### config.mk
export PLATFORM = sky130hd
export DESIGN_NAME = mips_decode_pipe
export DESIGN_NICKNAME = d
export VERILOG_FILES = /design/src/rtl/mips_defs.sv /design/src/rtl/mips_decode_comb.sv /design/src/rtl/mips_decode_pipe.sv
export SDC_FILE = /design/constraint.sdc
export NUM_CORES = 1
export LEC_CHECK = 0
export CAP_MARGIN = 20
export CORE_MARGIN = 2
export CORE_UTILIZATION = 35
export DETAILED_ROUTE_END_ITERATION = 10
export PLACE_DENSITY = 0.63
export SLEW_MARGIN = 25
export SYNTH_ARGS = -nofsm -noshare
export SYNTH_HDL_FRONTEND = slang
export SYNTH_SLANG_ARGS = --single-unit
### constraint.sdc
create_clock -name clock -period 4.05 [get_ports clock]
set_clock_uncertainty 0.05 [all_clocks]
set_input_delay 0.6075 -clock clock [delete_from_list [all_inputs] [get_ports clock]]
set_output_delay 0.6075 -clock clock [all_outputs]
set_load 0.1 [all_outputs]
### src/rtl/mips_defs.sv
// Shared MIPS opcode/funct encodings, ALU op codes and the decoded control bundle.
package mips_defs;

  localparam int unsigned INSN_W = 32;
  localparam int unsigned REG_W  = 5;
  localparam int unsigned IMM_W  = 16;
  localparam int unsigned TGT_W  = 26;
  localparam int unsigned ALU_W  = 3;
  localparam int unsigned OPC_W  = 6;

  // Primary opcodes
  localparam logic [OPC_W-1:0] OP_OTHER0 = 6'h00;
  localparam logic [OPC_W-1:0] OP_J      = 6'h02;
  localparam logic [OPC_W-1:0] OP_BEQ    = 6'h04;
  localparam logic [OPC_W-1:0] OP_BNE    = 6'h05;
  localparam logic [OPC_W-1:0] OP_ADDI   = 6'h08;
  localparam logic [OPC_W-1:0] OP_ADDIU  = 6'h09;
  localparam logic [OPC_W-1:0] OP_ANDI   = 6'h0c;
  localparam logic [OPC_W-1:0] OP_ORI    = 6'h0d;
  localparam logic [OPC_W-1:0] OP_XORI   = 6'h0e;
  localparam logic [OPC_W-1:0] OP_LUI    = 6'h0f;
  localparam logic [OPC_W-1:0] OP_LW     = 6'h23;
  localparam logic [OPC_W-1:0] OP_LBU    = 6'h24;
  localparam logic [OPC_W-1:0] OP_SB     = 6'h28;
  localparam logic [OPC_W-1:0] OP_SW     = 6'h2b;

  // Funct codes under OP_OTHER0
  localparam logic [OPC_W-1:0] OP0_JR    = 6'h08;
  localparam logic [OPC_W-1:0] OP0_ADD   = 6'h20;
  localparam logic [OPC_W-1:0] OP0_ADDU  = 6'h21;
  localparam logic [OPC_W-1:0] OP0_SUB   = 6'h22;
  localparam logic [OPC_W-1:0] OP0_AND   = 6'h24;
  localparam logic [OPC_W-1:0] OP0_OR    = 6'h25;
  localparam logic [OPC_W-1:0] OP0_XOR   = 6'h26;
  localparam logic [OPC_W-1:0] OP0_NOR   = 6'h27;
  localparam logic [OPC_W-1:0] OP0_SLT   = 6'h2a;
  localparam logic [OPC_W-1:0] OP0_ADDM  = 6'h2c;

  // ALU control
  localparam logic [ALU_W-1:0] ALU_ADD = 3'b010;
  localparam logic [ALU_W-1:0] ALU_SUB = 3'b011;
  localparam logic [ALU_W-1:0] ALU_AND = 3'b100;
  localparam logic [ALU_W-1:0] ALU_OR  = 3'b101;
  localparam logic [ALU_W-1:0] ALU_NOR = 3'b110;
  localparam logic [ALU_W-1:0] ALU_XOR = 3'b111;

  typedef struct packed {
    logic [REG_W-1:0] rs;
    logic [REG_W-1:0] rt;
    logic [REG_W-1:0] rd;
    logic [IMM_W-1:0] imm16;
    logic [TGT_W-1:0] target26;
    logic [ALU_W-1:0] alu_op;
    logic             writeenable;
    logic             rd_src;
    logic             alu_src2;
    logic             except;
    logic             br_eq;
    logic             br_ne;
    logic             jump;
    logic             jump_reg;
    logic             mem_read;
    logic             word_we;
    logic             byte_we;
    logic             byte_load;
    logic             lui;
    logic             slt;
    logic             addm;
  } ctrl_t;

endpackage

### src/rtl/mips_decode_comb.sv
// Pure combinational decode of one instruction word into the control bundle.
module mips_decode_comb
  import mips_defs::*;
(
  input  logic [INSN_W-1:0] insn_i,
  output ctrl_t             ctrl_o
);

  logic [OPC_W-1:0] opcode;
  logic [OPC_W-1:0] funct;

  assign opcode = insn_i[31:26];
  assign funct  = insn_i[5:0];

  // Field extraction plus per-opcode control; anything unrecognised raises except
  always_comb begin
    ctrl_o          = '0;
    ctrl_o.rs       = insn_i[25:21];
    ctrl_o.rt       = insn_i[20:16];
    ctrl_o.rd       = insn_i[15:11];
    ctrl_o.imm16    = insn_i[15:0];
    ctrl_o.target26 = insn_i[25:0];
    case (opcode)
      OP_OTHER0: begin
        case (funct)
          OP0_ADD, OP0_ADDU: begin ctrl_o.alu_op = ALU_ADD; ctrl_o.writeenable = 1'b1; end
          OP0_SUB:  begin ctrl_o.alu_op = ALU_SUB; ctrl_o.writeenable = 1'b1; end
          OP0_AND:  begin ctrl_o.alu_op = ALU_AND; ctrl_o.writeenable = 1'b1; end
          OP0_OR:   begin ctrl_o.alu_op = ALU_OR;  ctrl_o.writeenable = 1'b1; end
          OP0_NOR:  begin ctrl_o.alu_op = ALU_NOR; ctrl_o.writeenable = 1'b1; end
          OP0_XOR:  begin ctrl_o.alu_op = ALU_XOR; ctrl_o.writeenable = 1'b1; end
          OP0_SLT:  begin ctrl_o.alu_op = ALU_SUB; ctrl_o.writeenable = 1'b1; ctrl_o.slt = 1'b1; end
          OP0_JR:   ctrl_o.jump_reg = 1'b1;
          OP0_ADDM: begin
            ctrl_o.alu_op      = ALU_ADD;
            ctrl_o.writeenable = 1'b1;
            ctrl_o.mem_read    = 1'b1;
            ctrl_o.addm        = 1'b1;
          end
          default:  ctrl_o.except = 1'b1;
        endcase
      end
      OP_ADDI, OP_ADDIU: begin
        ctrl_o.alu_op = ALU_ADD; ctrl_o.writeenable = 1'b1; ctrl_o.rd_src = 1'b1; ctrl_o.alu_src2 = 1'b1;
      end
      OP_ANDI: begin
        ctrl_o.alu_op = ALU_AND; ctrl_o.writeenable = 1'b1; ctrl_o.rd_src = 1'b1; ctrl_o.alu_src2 = 1'b1;
      end
      OP_ORI: begin
        ctrl_o.alu_op = ALU_OR; ctrl_o.writeenable = 1'b1; ctrl_o.rd_src = 1'b1; ctrl_o.alu_src2 = 1'b1;
      end
      OP_XORI: begin
        ctrl_o.alu_op = ALU_XOR; ctrl_o.writeenable = 1'b1; ctrl_o.rd_src = 1'b1; ctrl_o.alu_src2 = 1'b1;
      end
      OP_BEQ: begin ctrl_o.alu_op = ALU_SUB; ctrl_o.br_eq = 1'b1; end
      OP_BNE: begin ctrl_o.alu_op = ALU_SUB; ctrl_o.br_ne = 1'b1; end
      OP_J:   ctrl_o.jump = 1'b1;
      OP_LUI: begin ctrl_o.writeenable = 1'b1; ctrl_o.rd_src = 1'b1; ctrl_o.lui = 1'b1; end
      OP_LW: begin
        ctrl_o.alu_op = ALU_ADD; ctrl_o.writeenable = 1'b1; ctrl_o.rd_src = 1'b1;
        ctrl_o.alu_src2 = 1'b1; ctrl_o.mem_read = 1'b1;
      end
      OP_LBU: begin
        ctrl_o.alu_op = ALU_ADD; ctrl_o.writeenable = 1'b1; ctrl_o.rd_src = 1'b1;
        ctrl_o.alu_src2 = 1'b1; ctrl_o.mem_read = 1'b1; ctrl_o.byte_load = 1'b1;
      end
      OP_SW:  begin ctrl_o.alu_op = ALU_ADD; ctrl_o.alu_src2 = 1'b1; ctrl_o.word_we = 1'b1; end
      OP_SB:  begin ctrl_o.alu_op = ALU_ADD; ctrl_o.alu_src2 = 1'b1; ctrl_o.byte_we = 1'b1; end
      default: ctrl_o.except = 1'b1;
    endcase
  end

endmodule

### src/rtl/mips_decode_pipe.sv
// Registered decode stage: one-entry output register with valid/ready, addm split, exception counter.
module mips_decode_pipe
  import mips_defs::*;
#(
  parameter int unsigned PC_W       = 32,
  parameter bit          ADDM_SPLIT = 1'b1,
  parameter int unsigned EXC_CNT_W  = 8
) (
  input  logic                 clock,
  input  logic                 reset,
  input  logic                 in_valid,
  output logic                 in_ready,
  input  logic [INSN_W-1:0]    in_insn,
  input  logic [PC_W-1:0]      in_pc,
  input  logic                 flush,
  output logic                 out_valid,
  input  logic                 out_ready,
  output logic [PC_W-1:0]      out_pc,
  output logic [REG_W-1:0]     rs,
  output logic [REG_W-1:0]     rt,
  output logic [REG_W-1:0]     rd,
  output logic [IMM_W-1:0]     imm16,
  output logic [TGT_W-1:0]     target26,
  output logic [ALU_W-1:0]     alu_op,
  output logic                 writeenable,
  output logic                 rd_src,
  output logic                 alu_src2,
  output logic                 except,
  output logic                 br_eq,
  output logic                 br_ne,
  output logic                 jump,
  output logic                 jump_reg,
  output logic                 mem_read,
  output logic                 word_we,
  output logic                 byte_we,
  output logic                 byte_load,
  output logic                 lui,
  output logic                 slt,
  output logic                 addm,
  output logic                 uop,
  output logic [EXC_CNT_W-1:0] exc_count
);

  localparam logic [1:0] ST_EMPTY = 2'd0;
  localparam logic [1:0] ST_FULL  = 2'd1;
  localparam logic [1:0] ST_ADDM1 = 2'd2;
  localparam logic [EXC_CNT_W-1:0] CNT_MAX = '1;

  logic [1:0]           state_q, state_d;
  logic                 vld_q, vld_d;
  ctrl_t                ctrl_q, ctrl_d;
  logic [PC_W-1:0]      pc_q, pc_d;
  logic                 uop_q, uop_d;
  logic [REG_W-1:0]     save_rs_q, save_rs_d;
  logic [IMM_W-1:0]     save_imm_q, save_imm_d;
  logic [EXC_CNT_W-1:0] cnt_q, cnt_d;

  ctrl_t dec;
  logic  accept;
  logic  deliver;

  mips_decode_comb u_dec (
    .insn_i (in_insn),
    .ctrl_o (dec)
  );

  assign in_ready = !flush && (state_q != ST_ADDM1) && (!vld_q || out_ready);
  assign accept   = in_valid && in_ready;
  assign deliver  = vld_q && out_ready && !flush;

  // Next-state: flush beats accept beats advance; addm first micro-op reads mem[rt] (rs<-rt, imm16<-0)
  always_comb begin
    state_d    = state_q;
    vld_d      = vld_q;
    ctrl_d     = ctrl_q;
    pc_d       = pc_q;
    uop_d      = uop_q;
    save_rs_d  = save_rs_q;
    save_imm_d = save_imm_q;
    cnt_d      = cnt_q;
    if (flush) begin
      state_d = ST_EMPTY;
      vld_d   = 1'b0;
    end else if (accept) begin
      vld_d  = 1'b1;
      pc_d   = in_pc;
      uop_d  = 1'b0;
      ctrl_d = dec;
      if (ADDM_SPLIT && dec.addm) begin
        save_rs_d          = dec.rs;
        save_imm_d         = dec.imm16;
        ctrl_d.rs          = dec.rt;
        ctrl_d.imm16       = '0;
        ctrl_d.mem_read    = 1'b1;
        ctrl_d.alu_op      = ALU_ADD;
        ctrl_d.alu_src2    = 1'b1;
        ctrl_d.writeenable = 1'b0;
        ctrl_d.rd_src      = 1'b0;
        ctrl_d.addm        = 1'b0;
        state_d            = ST_ADDM1;
      end else begin
        state_d = ST_FULL;
      end
    end else if (out_ready) begin
      case (state_q)
        ST_ADDM1: begin
          ctrl_d.rs          = save_rs_q;
          ctrl_d.imm16       = save_imm_q;
          ctrl_d.addm        = 1'b1;
          ctrl_d.writeenable = 1'b1;
          ctrl_d.rd_src      = 1'b0;
          ctrl_d.alu_op      = ALU_ADD;
          ctrl_d.alu_src2    = 1'b0;
          ctrl_d.mem_read    = 1'b0;
          uop_d              = 1'b1;
          state_d            = ST_FULL;
        end
        ST_FULL: begin
          state_d = ST_EMPTY;
          vld_d   = 1'b0;
        end
        default: ;
      endcase
    end
    if (deliver && ctrl_q.except && (cnt_q != CNT_MAX)) begin
      cnt_d = cnt_q + EXC_CNT_W'(1);
    end
  end

  // State and output register
  always_ff @(posedge clock or negedge reset) begin
    if (!reset) begin
      state_q    <= ST_EMPTY;
      vld_q      <= 1'b0;
      ctrl_q     <= '0;
      pc_q       <= '0;
      uop_q      <= 1'b0;
      save_rs_q  <= '0;
      save_imm_q <= '0;
      cnt_q      <= '0;
    end else begin
      state_q    <= state_d;
      vld_q      <= vld_d;
      ctrl_q     <= ctrl_d;
      pc_q       <= pc_d;
      uop_q      <= uop_d;
      save_rs_q  <= save_rs_d;
      save_imm_q <= save_imm_d;
      cnt_q      <= cnt_d;
    end
  end

  assign out_valid   = vld_q;
  assign out_pc      = pc_q;
  assign uop         = uop_q;
  assign exc_count   = cnt_q;
  assign rs          = ctrl_q.rs;
  assign rt          = ctrl_q.rt;
  assign rd          = ctrl_q.rd;
  assign imm16       = ctrl_q.imm16;
  assign target26    = ctrl_q.target26;
  assign alu_op      = ctrl_q.alu_op;
  assign writeenable = ctrl_q.writeenable;
  assign rd_src      = ctrl_q.rd_src;
  assign alu_src2    = ctrl_q.alu_src2;
  assign except      = ctrl_q.except;
  assign br_eq       = ctrl_q.br_eq;
  assign br_ne       = ctrl_q.br_ne;
  assign jump        = ctrl_q.jump;
  assign jump_reg    = ctrl_q.jump_reg;
  assign mem_read    = ctrl_q.mem_read;
  assign word_we     = ctrl_q.word_we;
  assign byte_we     = ctrl_q.byte_we;
  assign byte_load   = ctrl_q.byte_load;
  assign lui         = ctrl_q.lui;
  assign slt         = ctrl_q.slt;
  assign addm        = ctrl_q.addm;

endmodule

---- Word-level counts from Yosys, hierarchy flattened ----
Cells that the tools add are included.
storage, ports and cells
  register bits ........................... 139
  input port bits ......................... 69
  logic and storage cells ................. 134
operators by class
  add/subtract/negate cells ............... 1
  eq/ne operators ......................... 27
  muxes and demuxes ....................... 48
  bitwise logic cells ..................... 1
  reductions and logical operators ........ 30
operator list
  kind                                                  count
  equality test 6 bit (second input constant)           13
  two-way mux 16 bit                                    4
  equality test 6 x 4 -> 1 bit (second input constant)  7
  two-way mux 1 bit                                     25
  two-way mux 6 bit                                     4
  one-hot mux 4 bit (6 select lines)                    1
  two-way mux 5 bit                                     4
  one-hot mux 3 bit (6 select lines)                    1
  OR reduction 13 bit                                   1
  equality test 6 x 3 -> 1 bit (second input constant)  2
  two-way mux 2 bit                                     5
  OR reduction 10 bit                                   1
  OR reduction 9 bit                                    1
  adder 8 x 1 -> 8 bit (second input constant)          1
  inequality test 8 bit (second input constant)         1
  OR reduction 8 bit                                    1
  logical AND 1 bit                                     7
  equality test 6 x 2 -> 1 bit (second input constant)  1
  logical NOT 6 bit                                     1
  one-hot mux 1 bit (2 select lines)                    3
  AND reduction 2 bit                                   3
  AND reduction 3 bit                                   2
  nonzero test 3 bit                                    2
  OR reduction 2 bit                                    3
  other kinds (11)                                      13

---- Logic depth before layout (Yosys ltp) ----
Gate-level depths: netlist (run 1).
  depth in word-level cells ............... 6
  mapped depth ............................ 8
  depth with buffers taken out ............ 6

---- Modules after synthesis ----
From an unflattened synthesis (run 1), not the netlist that was laid out.
second synthesis, totals
  cell total of the unflattened synthesis .. 547
  area, all modules ....................... 6592.6 um^2
modules (own cells, without submodules)
  module            instances  cells an instance  area an instance (um^2)
  mips_decode_pipe  1          408                5679.2
  mips_decode_comb  1          139                913.4

---- Least setup slack after synthesis (run 1) ----
No wires, ideal clock.
  path type ............................... reg2out
  start point ............................. reg vld_q (netlist: out_valid)
  end point ............................... out in_ready
  data arrival time ....................... 1.763 ns
  required time ........................... 3.392 ns
  path slack .............................. 1.630 ns
  stages on the path, launching flop included .. 3
  buffers on the path ..................... 0
  cell sequence ........................... dfrtp_1 > nand2b_1 > and2_1
on the way
  word-level cells in the longest chain between the ends .. 3
ends and longest elaborated chain
  what                    RTL line                 RTL
  from (decl)             mips_decode_pipe.sv:50   logic vld_q, vld_d;
  from (signal assigned)  mips_decode_pipe.sv:143  vld_q <= vld_d;
  logical NOT 1 bit       mips_decode_pipe.sv:67   assign in_ready = !flush && (state_q != ST_ADDM1) && (!vld_q || out_ready);
  logical OR 1 bit        mips_decode_pipe.sv:67
  logical AND 1 bit       mips_decode_pipe.sv:67
  to (decl)               mips_decode_pipe.sv:12   output logic in_ready,
No other way between the ends.

---- Worst setup path in the final report (run 1) ----
  start point ............................. reg cnt_q[2] (netlist: exc_count[2])
  end point ............................... out exc_count[2]
RTL lines
  what                    RTL line                 RTL
  from (decl)             mips_decode_pipe.sv:56   logic [EXC_CNT_W-1:0] cnt_q, cnt_d;
  from (signal assigned)  mips_decode_pipe.sv:149  cnt_q <= cnt_d;
  to (decl)               mips_decode_pipe.sv:41   output logic [EXC_CNT_W-1:0] exc_count
No word-level cell between the ends.

==> summary.md, run 1 <==
| Metric | Value |
|---|---|
| Status | finished clean |
| Data required time of the worst path | 3390 ps |
| Final Cycle Share | 66.9% |
| Layout cells sized above 1 | 9.04% |
| Proportion of register bits with asynchronous set or reset after synthesis | 100% |
| Number of synthesis warnings | 0 |
| Core outline area | 16000 sq um |
| Worst-margin pin slew | 1050 ps |
| Weighted congestion reported at the end of routability-driven placement | 0.828 |
| RSZ-0062 raised after global routing | false |
| Static leakage | 0.00389 uW |
| Setup slack after layout | 1340 ps |
| DR vias | 4757 |
| Setup Viol. Count Final | 0 |
| Count of standard-cell rows | 46 |
| Leading post-synthesis cells by cell area | sky130_fd_sc_hd__dfrtp_1, sky130_fd_sc_hd__nand2_1, sky130_fd_sc_hd__mux2_4, sky130_fd_sc_hd__a21oi_1, sky130_fd_sc_hd__mux2i_1 |
| Htree depth | 4 |
| Count of final max-slew check failures | 0 |
| Total negative slack for setup checks | 0 ps |
| Worst path top cell family by delay | buffers and inverters |
| First-pass GRT wire length | 25.3 mm |
| Startpoint kind of the worst setup timing path | flop |
| Post-CTS setup-driven buffer insertion count | 0 |
| Final routed wirelength across all metal layers | 15.5 mm |
| Largest register FFs | 32 |
| Placed Instance Area | 7720 sq um |
| Part of the Yosys area used for sequential elements | 55.9% |
| Routed vias/inst | 4.86 |
| Total Die Area | 17500 sq um |
| Maximum clock insertion buffer count | 2 |
| Number of design rule violations left after detail routing | 0 |
| Drt wl/cell | 15.9 um |
| Post-Syn Area per Cell | 9.83 sq um |
| Commonest non-fill, non-tap cell in the layout | sky130_fd_sc_hd__nand2_1 |
| Beginning of the worst register-to-register path | state_q[0]$_DFFE_PN0P_ |
| Number of distinct library cells after synthesis | 63 |
| Hold Slack | 177 ps |
| Pre-CTS WS | 948 ps |
| Number of DRC markers in iteration 0 | 294 |
| Post-synthesis net count | 659 |
| Register clock-pin slew on the reported worst setup and hold paths | 50 ps |
| Post-synthesis instance area | 5770 sq um |
| Global Route Usage Sum | 18.2% |
| Number of antenna violations at the first check in global routing | 0 |
| Series of cell instances along the critical path | clkdlybuf4s50_1 |
| Post-synthesis cell type with the largest combined area | sky130_fd_sc_hd__dfrtp_1 |
| Count of state elements after synthesis | 129 |
| Synthesized netlist cell count | 587 |
| Antenna Nets Post-Route | 0 |
| Final Net Count | 823 |
| Data arrival time of the critical path | 2050 ps |
| Number of clock sinks seen by CTS | 129 |
| Fin crit period | 2710 ps |
| Buffers on Ports | 186 |
| Critical Path Source | exc_count[2]$_DFFE_PN0P_ |
| Most frequently used flop master after synthesis | sky130_fd_sc_hd__dfrtp_1 |
| Kind of end point of the critical path | output port |
| Cell at the root of the clock tree | sky130_fd_sc_hd__clkbuf_16 |
| Iteration count of the initial detailed-routing pass | 4 |
| Detail Placement HPWL | 10.7 mm |
| Final cell area excluding filler cells | 8380 sq um |
| Hold buffers post-CTS | 0 |
| Worst setup slack for register-to-register paths | 1490 ps |
| Max-Slew Margin vs Limit | 30.1% |
| Power density over the cells | 629 nW/um^2 |
| Number of placed I/O pins | 187 |
| Overall die width | 132 um |
| Number of maximum-capacitance violations | 0 |
| FMAX | 369 MHz |
| Core Util, Final | 52.4% |
| Share of the synthesized area in the top cell type | 55.9% |
| Area growth syn-to-layout | 45.3% |
| Worst path slowest cell | sky130_fd_sc_hd__clkdlybuf4s50_1 |
| Total congestion overflow after global routing | 0 |
| CTS tree | built |
| Vias in the first global route | 4712 |
| Ant. Diodes | 0 |
| Worst setup path category | flop to output port |
| Final Hold Viols | 0 |
| Pin count of the biggest net entering global routing | 85 |
| Largest stage delay, worst path | 1180 ps |
| Worst skew pair latency | 420 ps |
| Die Ht | 132 um |
| CTS resizes | 0 |
| IR Drop Worst-Case VDD | 0.389 mV |
| Commonest non-fill, non-tap cells in the layout | sky130_fd_sc_hd__nand2_1, sky130_fd_sc_hd__clkdlybuf4s50_1, sky130_fd_sc_hd__dfrtp_1 |
| Clock buffers created by TritonCTS | 17 |
| Largest driver fanout on the critical path | 6 |
| Crit path buffers/inverters | 1 |
| Tightest Hold Check Type | input port to async pin |
| Starting Density | 36.1% |
| Number of flops mapped to enable cells by yosys | 0 |
path summary, 6_finish.rpt:
| check | endpoint | cells after the start |
|---|---|---|
| setup / recovery | exc_count[2] | 1 |
| hold / removal | out_pc[13]$_DFFE_PN0P_ | 1 |
| setup reg to reg | alu_op[1]$_DFFE_PN0P_ | 6 |
| hold reg to reg | save_imm_q[2]$_DFFE_PN0P_ | 1 |
| max in group asynchronous | out_pc[14]$_DFFE_PN0P_ | 2 |
| min in group clock | save_imm_q[2]$_DFFE_PN0P_ | 1 |
power by group:
group / switching (uW) / total [uW] / internal [uW]
Sequential: 110 / 1560 / 1450
Clock: 561 / 1680 / 1120
Combinational: 1590 / 2030 / 448
Total: 2260 / 5270 / 3020
logic make-up after synthesis:
family	synth area share (%)
AND/OR/NAND/NOR	23.2
flip-flops	55.9
AO/OA/AOI/OAI	8.35
buffers and inverters	4.99
multiplexers	5.33
XOR/XNOR	1.52
adder cells (fa/ha/maj)	0.651
per-layer routing:
layer | up-vias | GRT usage (%) | part of all wire, %
met2 | 141 | 28.3 | 47
li1 | 2292 | - | -
met5 | - | 0 | 0
met4 | 0 | 5.68 | 1.5
met1 | 2302 | 24.6 | 46
met3 | 22 | 5.42 | 5.5
Yosys cell counts (3+ instances only):
master and instances:
sky130_fd_sc_hd__a21oi_1 24, sky130_fd_sc_hd__a22oi_1 9, sky130_fd_sc_hd__and3_1 5, sky130_fd_sc_hd__buf_2 12, sky130_fd_sc_hd__buf_4 12, sky130_fd_sc_hd__clkbuf_1 18, sky130_fd_sc_hd__dfrtp_1 129, sky130_fd_sc_hd__ha_1 3
sky130_fd_sc_hd__inv_1 5, sky130_fd_sc_hd__mux2_2 4, sky130_fd_sc_hd__mux2_4 10, sky130_fd_sc_hd__mux2i_1 9, sky130_fd_sc_hd__nand2_1 204, sky130_fd_sc_hd__nand2b_1 5, sky130_fd_sc_hd__nand3_1 18, sky130_fd_sc_hd__nand3b_1 3
sky130_fd_sc_hd__nand4_1 6, sky130_fd_sc_hd__nand4b_1 3, sky130_fd_sc_hd__nor2_1 18, sky130_fd_sc_hd__nor2b_1 8, sky130_fd_sc_hd__nor3_1 3, sky130_fd_sc_hd__o21ai_0 17, sky130_fd_sc_hd__o31ai_1 3, sky130_fd_sc_hd__or2_2 4
sky130_fd_sc_hd__xnor2_1 7, sky130_fd_sc_hd__xor2_1 3
metrics by stage:
stage / power [uW] / instances
final: 5270 / 979
after global routing: 5460 / 979
after CTS: 5320 / 979
after detailed placement: 3620 / 948
after global placement: 3600 / 948
after floorplan: 3080 / 587
area by class of cell:
type                            instances  area (sq um)
Tap cell                              216           270
Sequential cell                       129          3230
Clock inverter                         12           208
Timing Repair Buffer                  192          1920
Clock buffer                           19           453
Fill cell                            1466          7620
Multi-Input combinational cell        406          2290
Inverter                                5          18.8
Note: power is estimated with default switching activity, not from simulation.
==> inputs of run 2 (changes only) <==
- PLACE_DENSITY: 0.63 -> 0.65
- clock period: 4.05 -> 2.15 ns (I/O delays scaled with it)
==> summary.md, run 2 (synthesis results as in run 1) <==
| Metric | Value |
|---|---|
| Pre-CTS WS | -98.4 ps |
| IR Drop Worst-Case VDD | 0.660 mV |
| Area growth syn-to-layout | 42.5% |
| Largest register FFs | 32 |
| Worst hold endpoint | out_pc[29]$_DFFE_PN0P_ |
| Fin crit period | 2040 ps |
| Final routed wirelength across all metal layers | 15.8 mm |
| Kind of end point of the critical path | output port |
| Vias in the first global route | 4807 |
| Clock buffers created by TritonCTS | 17 |
| Global Route Usage Sum | 18.1% |
| RSZ-0062 raised after global routing | false |
| CTS tree | built |
| Worst setup path category | flop to output port |
| Number of placed I/O pins | 187 |
| FMAX | 491 MHz |
| Number of DRC markers in iteration 0 | 196 |
| Capture point of the worst reg-to-reg path | imm16[8]$_DFFE_PN0P_ |
| Worst-margin pin slew | 590 ps |
| DR vias | 4864 |
| Layout cells sized above 1 | 27.0% |
| Data required time of the worst path | 1780 ps |
| Beginning of the worst register-to-register path | state_q[0]$_DFFE_PN0P_ |
| Core outline area | 16000 sq um |
| Worst setup slack for register-to-register paths | 260 ps |
| Depth of the worst hold-timing path | 3 |
| Commonest non-fill, non-tap cell in the layout | sky130_fd_sc_hd__nand2_1 |
| Max-Slew Margin vs Limit | 59.6% |
| Register clock-pin slew on the reported worst setup and hold paths | 50 ps |
| Commonest non-fill, non-tap cells in the layout | sky130_fd_sc_hd__nand2_1, sky130_fd_sc_hd__buf_4, sky130_fd_sc_hd__dfrtp_1 |
| Setup Viol. Count Final | 0 |
| Power Total | 9190 uW |
| Post-CTS setup-driven buffer insertion count | 0 |
| Htree depth | 4 |
| Routed vias/inst | 4.84 |
| Worst skew pair latency | 410 ps |
| Final Cycle Share | 94.7% |
| Number of maximum-capacitance violations | 0 |
| First-pass GRT wire length | 25.4 mm |
| Total congestion overflow after global routing | 0 |
| Worst Min Path Start | in_pc[29] |
| Tightest Hold Check Type | input port to flop |
| Largest driver fanout on the critical path | 6 |
| Die Ht | 132 um |
| Weighted congestion reported at the end of routability-driven placement | 0.859 |
| Count of standard-cell rows | 46 |
| Status | finished clean |
| Startpoint kind of the worst setup timing path | flop |
| Power density over the cells | 1120 nW/um^2 |
| Count of final max-slew check failures | 0 |
| Setup slack after layout | 114 ps |
| Number of clock sinks seen by CTS | 129 |
| Final Net Count | 850 |
| R2R depth | 7 |
| Data arrival time of the critical path | 1660 ps |
| Number of placed cells counting well taps | 974 |
| Number of antenna violations at the first check in global routing | 0 |
| Overall die width | 132 um |
| Maximum clock insertion buffer count | 2 |
| Finished Layout Cells | 1005 |
| Starting Density | 36.1% |
| Total Die Area | 17500 sq um |
| Antenna Nets Post-Route | 0 |
| Buffers on Ports | 186 |
| Static leakage | 0.00414 uW |
| Ant. Diodes | 0 |
| Cell at the root of the clock tree | sky130_fd_sc_hd__clkbuf_16 |
| Iteration count of the initial detailed-routing pass | 5 |
| Number of design rule violations left after detail routing | 0 |
| Final Hold Viols | 0 |
| Pin count of the biggest net entering global routing | 66 |
| Drt wl/cell | 15.7 um |
| Detail Placement HPWL | 11.3 mm |
## run 2: final cells by class
class                           count  area, sq um
Clock buffer                       23          468
Timing Repair Buffer              219         1920
Clock inverter                      7         37.5
Multi-Input combinational cell    406         2280
Inverter                            5         18.8
Sequential cell                   129         3230
Fill cell                        1482         7780
Tap cell                          216          270
## run 2: what timing repair did
action                                  CTS  global route
hold endpoints to repair                 63             0
hold buffers                              1             0
endpoints found under the setup margin    0             1
gates resized for setup                   0             1
## run 2: where the power goes
part	switching [uW]	internal, uW	total (uW)
registers	215	2730	2950
clock network	988	1510	2490
logic	2990	760	3750
## run 2: worst max-delay path by stage
stage                                    end  cells after the start                startpoint  slack, ps
global placement    save_rs_q[0]$_DFFE_PN0P_                      6               in_insn[29]        -10
finish                              in_ready                      5    state_q[0]$_DFFE_PN0P_        110
global route                        in_ready                      5    state_q[0]$_DFFE_PN0P_         10
CTS                                 in_ready                      5    state_q[0]$_DFFE_PN0P_         20
floorplan           exc_count[6]$_DFFE_PN0P_                      4  exc_count[6]$_DFFE_PN0P_         10
detailed placement   writeenable$_DFFE_PN0P_                      6                in_insn[1]       -100
## run 2: critical path: stages (launching register included)
cell and delay (ps):
sky130_fd_sc_hd__dfrtp_1 350, sky130_fd_sc_hd__inv_1 60, sky130_fd_sc_hd__ha_1 280, sky130_fd_sc_hd__nor2_2 180, sky130_fd_sc_hd__and2_1 200, sky130_fd_sc_hd__buf_12 180
## run 2: metal layers
metal / routed length [um] / track usage [%]
met1: 7330 / 24.6
met2: 7170 / 27.9
met3: 984 / 5.07
met4: 285 / 6.15
met5: 0 / 0
## run 2: per-stage QoR
stage / TNS, ps / hold WS, ps / util (%) / cell area, sq um
floorplan: 0 / -23.1 / - / 5780
global placement: -110 / 309 / 48.2 / 7710
detailed placement: -834 / 317 / 48.2 / 7710
CTS: 0 / 371 / 51.4 / 8220
global route: 0 / 397 / 51.4 / 8220
finish: 0 / 396 / 51.4 / 8220
==> inputs of run 3 (changes only) <==
- CORE_ASPECT_RATIO: unset -> 1.5
- GPL_ROUTABILITY_DRIVEN: unset -> 0
- SLEW_MARGIN: 25 -> 20
==> summary.md, run 3 (synthesis results as in run 1) <==
| Metric | Value |
|---|---|
| Status | finished clean |
| Pin count of the biggest net entering global routing | 40 |
| Maximum clock insertion buffer count | 2 |
| Routed vias/inst | 4.98 |
| Iteration count of the initial detailed-routing pass | 7 |
| Setup Viol. Count Final | 0 |
| Vias in the first global route | 5143 |
| Register clock-pin slew on the reported worst setup and hold paths | 60 ps |
| First-pass GRT wire length | 26.2 mm |
| Area growth syn-to-layout | 44.4% |
| Htree depth | 4 |
| Largest driver fanout on the critical path | 3 |
| Global Route Usage Sum | 19.3% |
| Number of design rule violations left after detail routing | 0 |
| Cell at the root of the clock tree | sky130_fd_sc_hd__clkbuf_16 |
| Max-Slew Margin vs Limit | 62.6% |
| Count of final max-slew check failures | 0 |
| Met3 wire len | 620 um |
| Crit path buffers/inverters | 2 |
| Worst path slowest cell | sky130_fd_sc_hd__dfrtp_1 |
| Total congestion overflow after global routing | 0 |
| Filler cell count | 1497 |
| Antenna Nets Post-Route | 0 |
| FMAX | 489 MHz |
| Final Net Count | 854 |
| Largest register FFs | 32 |
| Finished Layout Cells | 1001 |
| Proportion of power drawn by flip-flops and latches | 30.3% |
| Internal | 5470 uW |
| Met1 WL | 6.42 mm |
| Number of placed I/O pins | 187 |
| Buffers on Ports | 186 |
| Data arrival time of the critical path | 1670 ps |
| Core outline area | 16200 sq um |
| Sequential cell area | 3230 sq um |
| Power Total | 9780 uW |
| Worst path top cell family by delay | simple AND/OR/NAND/NOR gates |
| Data required time of the worst path | 1780 ps |
| Setup slack after layout | 104 ps |
| Final routed wirelength across all metal layers | 16.7 mm |
| Worst skew pair latency | 400 ps |
| Overall die width | 109 um |
| Die Ht | 161 um |
| Tightest Hold Check Type | input port to flop |
| Placed Instance Area | 7690 sq um |
| Ant. Diodes | 0 |
| Relative contribution of the clock network to total power | 31.2% |
| Final cell area excluding filler cells | 8340 sq um |
| Starting Density | 35.6% |
| RSZ-0062 raised after global routing | false |
| Worst-margin pin slew | 561 ps |
| Final Cycle Share | 95.2% |
| Worst setup path category | flop to output port |
| Total Die Area | 17600 sq um |
| Commonest non-fill, non-tap cell in the layout | sky130_fd_sc_hd__nand2_1 |
| Clock buffers created by TritonCTS | 17 |
| Number of DRC markers in iteration 0 | 226 |
| Net load switching power | 4300 uW |
| Series of cell instances along the critical path | inv_1 -> ha_1 -> nor2_1 -> and2_1 -> buf_12 |
| Top routing layer in use | met4 |
| Area occupied by multi-input gates | 2270 sq um |
| Static leakage | 0.00420 uW |
| Startpoint kind of the worst setup timing path | flop |
| Combinational cell fraction of total power | 38.6% |
| Length of routed met2 wiring | 9.08 mm |
| IR Drop Worst-Case VDD | 0.951 mV |
| Final Hold Viols | 0 |
| Count of standard-cell rows | 57 |
| Number of placed cells counting well taps | 968 |
| Largest stage delay, worst path | 360 ps |
| Number of antenna violations at the first check in global routing | 0 |
| Pre-CTS WS | -100 ps |
| Number of clock sinks seen by CTS | 129 |
| Net switching share of the total power | 44.0% |
| CTS tree | built |
| Number of maximum-capacitance violations | 0 |
| Hold Slack | 396 ps |
| Commonest non-fill, non-tap cells in the layout | sky130_fd_sc_hd__nand2_1, sky130_fd_sc_hd__buf_4, sky130_fd_sc_hd__dfrtp_1 |
| Power density over the cells | 1170 nW/um^2 |
| DR vias | 4986 |
| Kind of end point of the critical path | output port |
| Fin crit period | 2050 ps |
| Drt wl/cell | 16.7 um |
| Layout cells sized above 1 | 27.7% |
| Detail Placement HPWL | 12.2 mm |
==> run 3: changes by cell type in the layout (fill, tap and decap cells not counted), sizes merged <==
cell      change
buf           +4
clkinvlp      +1
bufinv        +4
clkbuf        -3
==> run 3: worst reg2reg max path: stages, from the launching register on <==
cell and delay (ps):
sky130_fd_sc_hd__dfrtp_1 360, sky130_fd_sc_hd__inv_1 70, sky130_fd_sc_hd__ha_1 220, sky130_fd_sc_hd__nor2_1 220, sky130_fd_sc_hd__nand3_4 200, sky130_fd_sc_hd__nor2_8 170
sky130_fd_sc_hd__buf_12 170, sky130_fd_sc_hd__mux2_2 350
==> run 3: final cells by class <==
class / count / area share (%)
clock buffers: 20 / 5.36
inverters: 5 / 0.225
well taps: 206 / 3.09
multi-input cells: 406 / 27.3
flip-flops and latches: 129 / 38.8
clock inverters: 12 / 2.21
repair buffers: 223 / 23.0
==> run 3: routing by layer <==
metal  global-route usage, %  vias to the layer above
li1                        -                     2342
met1                    22.4                     2463
met2                    33.6                      138
met3                    3.95                       43
met4                    8.80                        0
met5                       0                        -
==> run 3: path summary, 6_finish.rpt <==
kind | slack (ps) | cells past startpoint | to | from
hold reg to reg | 420 | 1 | save_imm_q[3]$_DFFE_PN0P_ | save_imm_q[3]$_DFFE_PN0P_
min in group asynchronous | 410 | 2 | imm16[8]$_DFFE_PN0P_ | reset
hold / removal | 400 | 3 | out_pc[0]$_DFFE_PN0P_ | in_pc[0]
max in group asynchronous | 1010 | 3 | exc_count[5]$_DFFE_PN0P_ | reset
setup reg to reg | 250 | 7 | save_imm_q[9]$_DFFE_PN0P_ | state_q[0]$_DFFE_PN0P_
setup / recovery | 100 | 5 | in_ready | state_q[0]$_DFFE_PN0P_
==> run 3: through the flow <==
step	setup TNS [ps]	utilization [%]
after floorplan	0	-
after global placement	-774	47.5
after detailed placement	-922	47.5
after CTS	0	51.5
after global routing	0	51.5
final	0	51.5
==> run 3: power by group through the flow <==
stage	Clock, uW	Combinational [uW]	Sequential [uW]
after detailed placement	0	3790	3000
after global placement	0	3760	2980
final	3050	3770	2960
after global routing	3230	3900	2990
after floorplan	0	713	5100
after CTS	3120	3790	2960
==> run 3: repair_timing <==
item / 4_1_cts / 5_1_grt
resized for setup: 0 / 0
setup buffers: 0 / 0
hold buffers: 1 / 0
endpoints found under the hold margin: 35 / 0
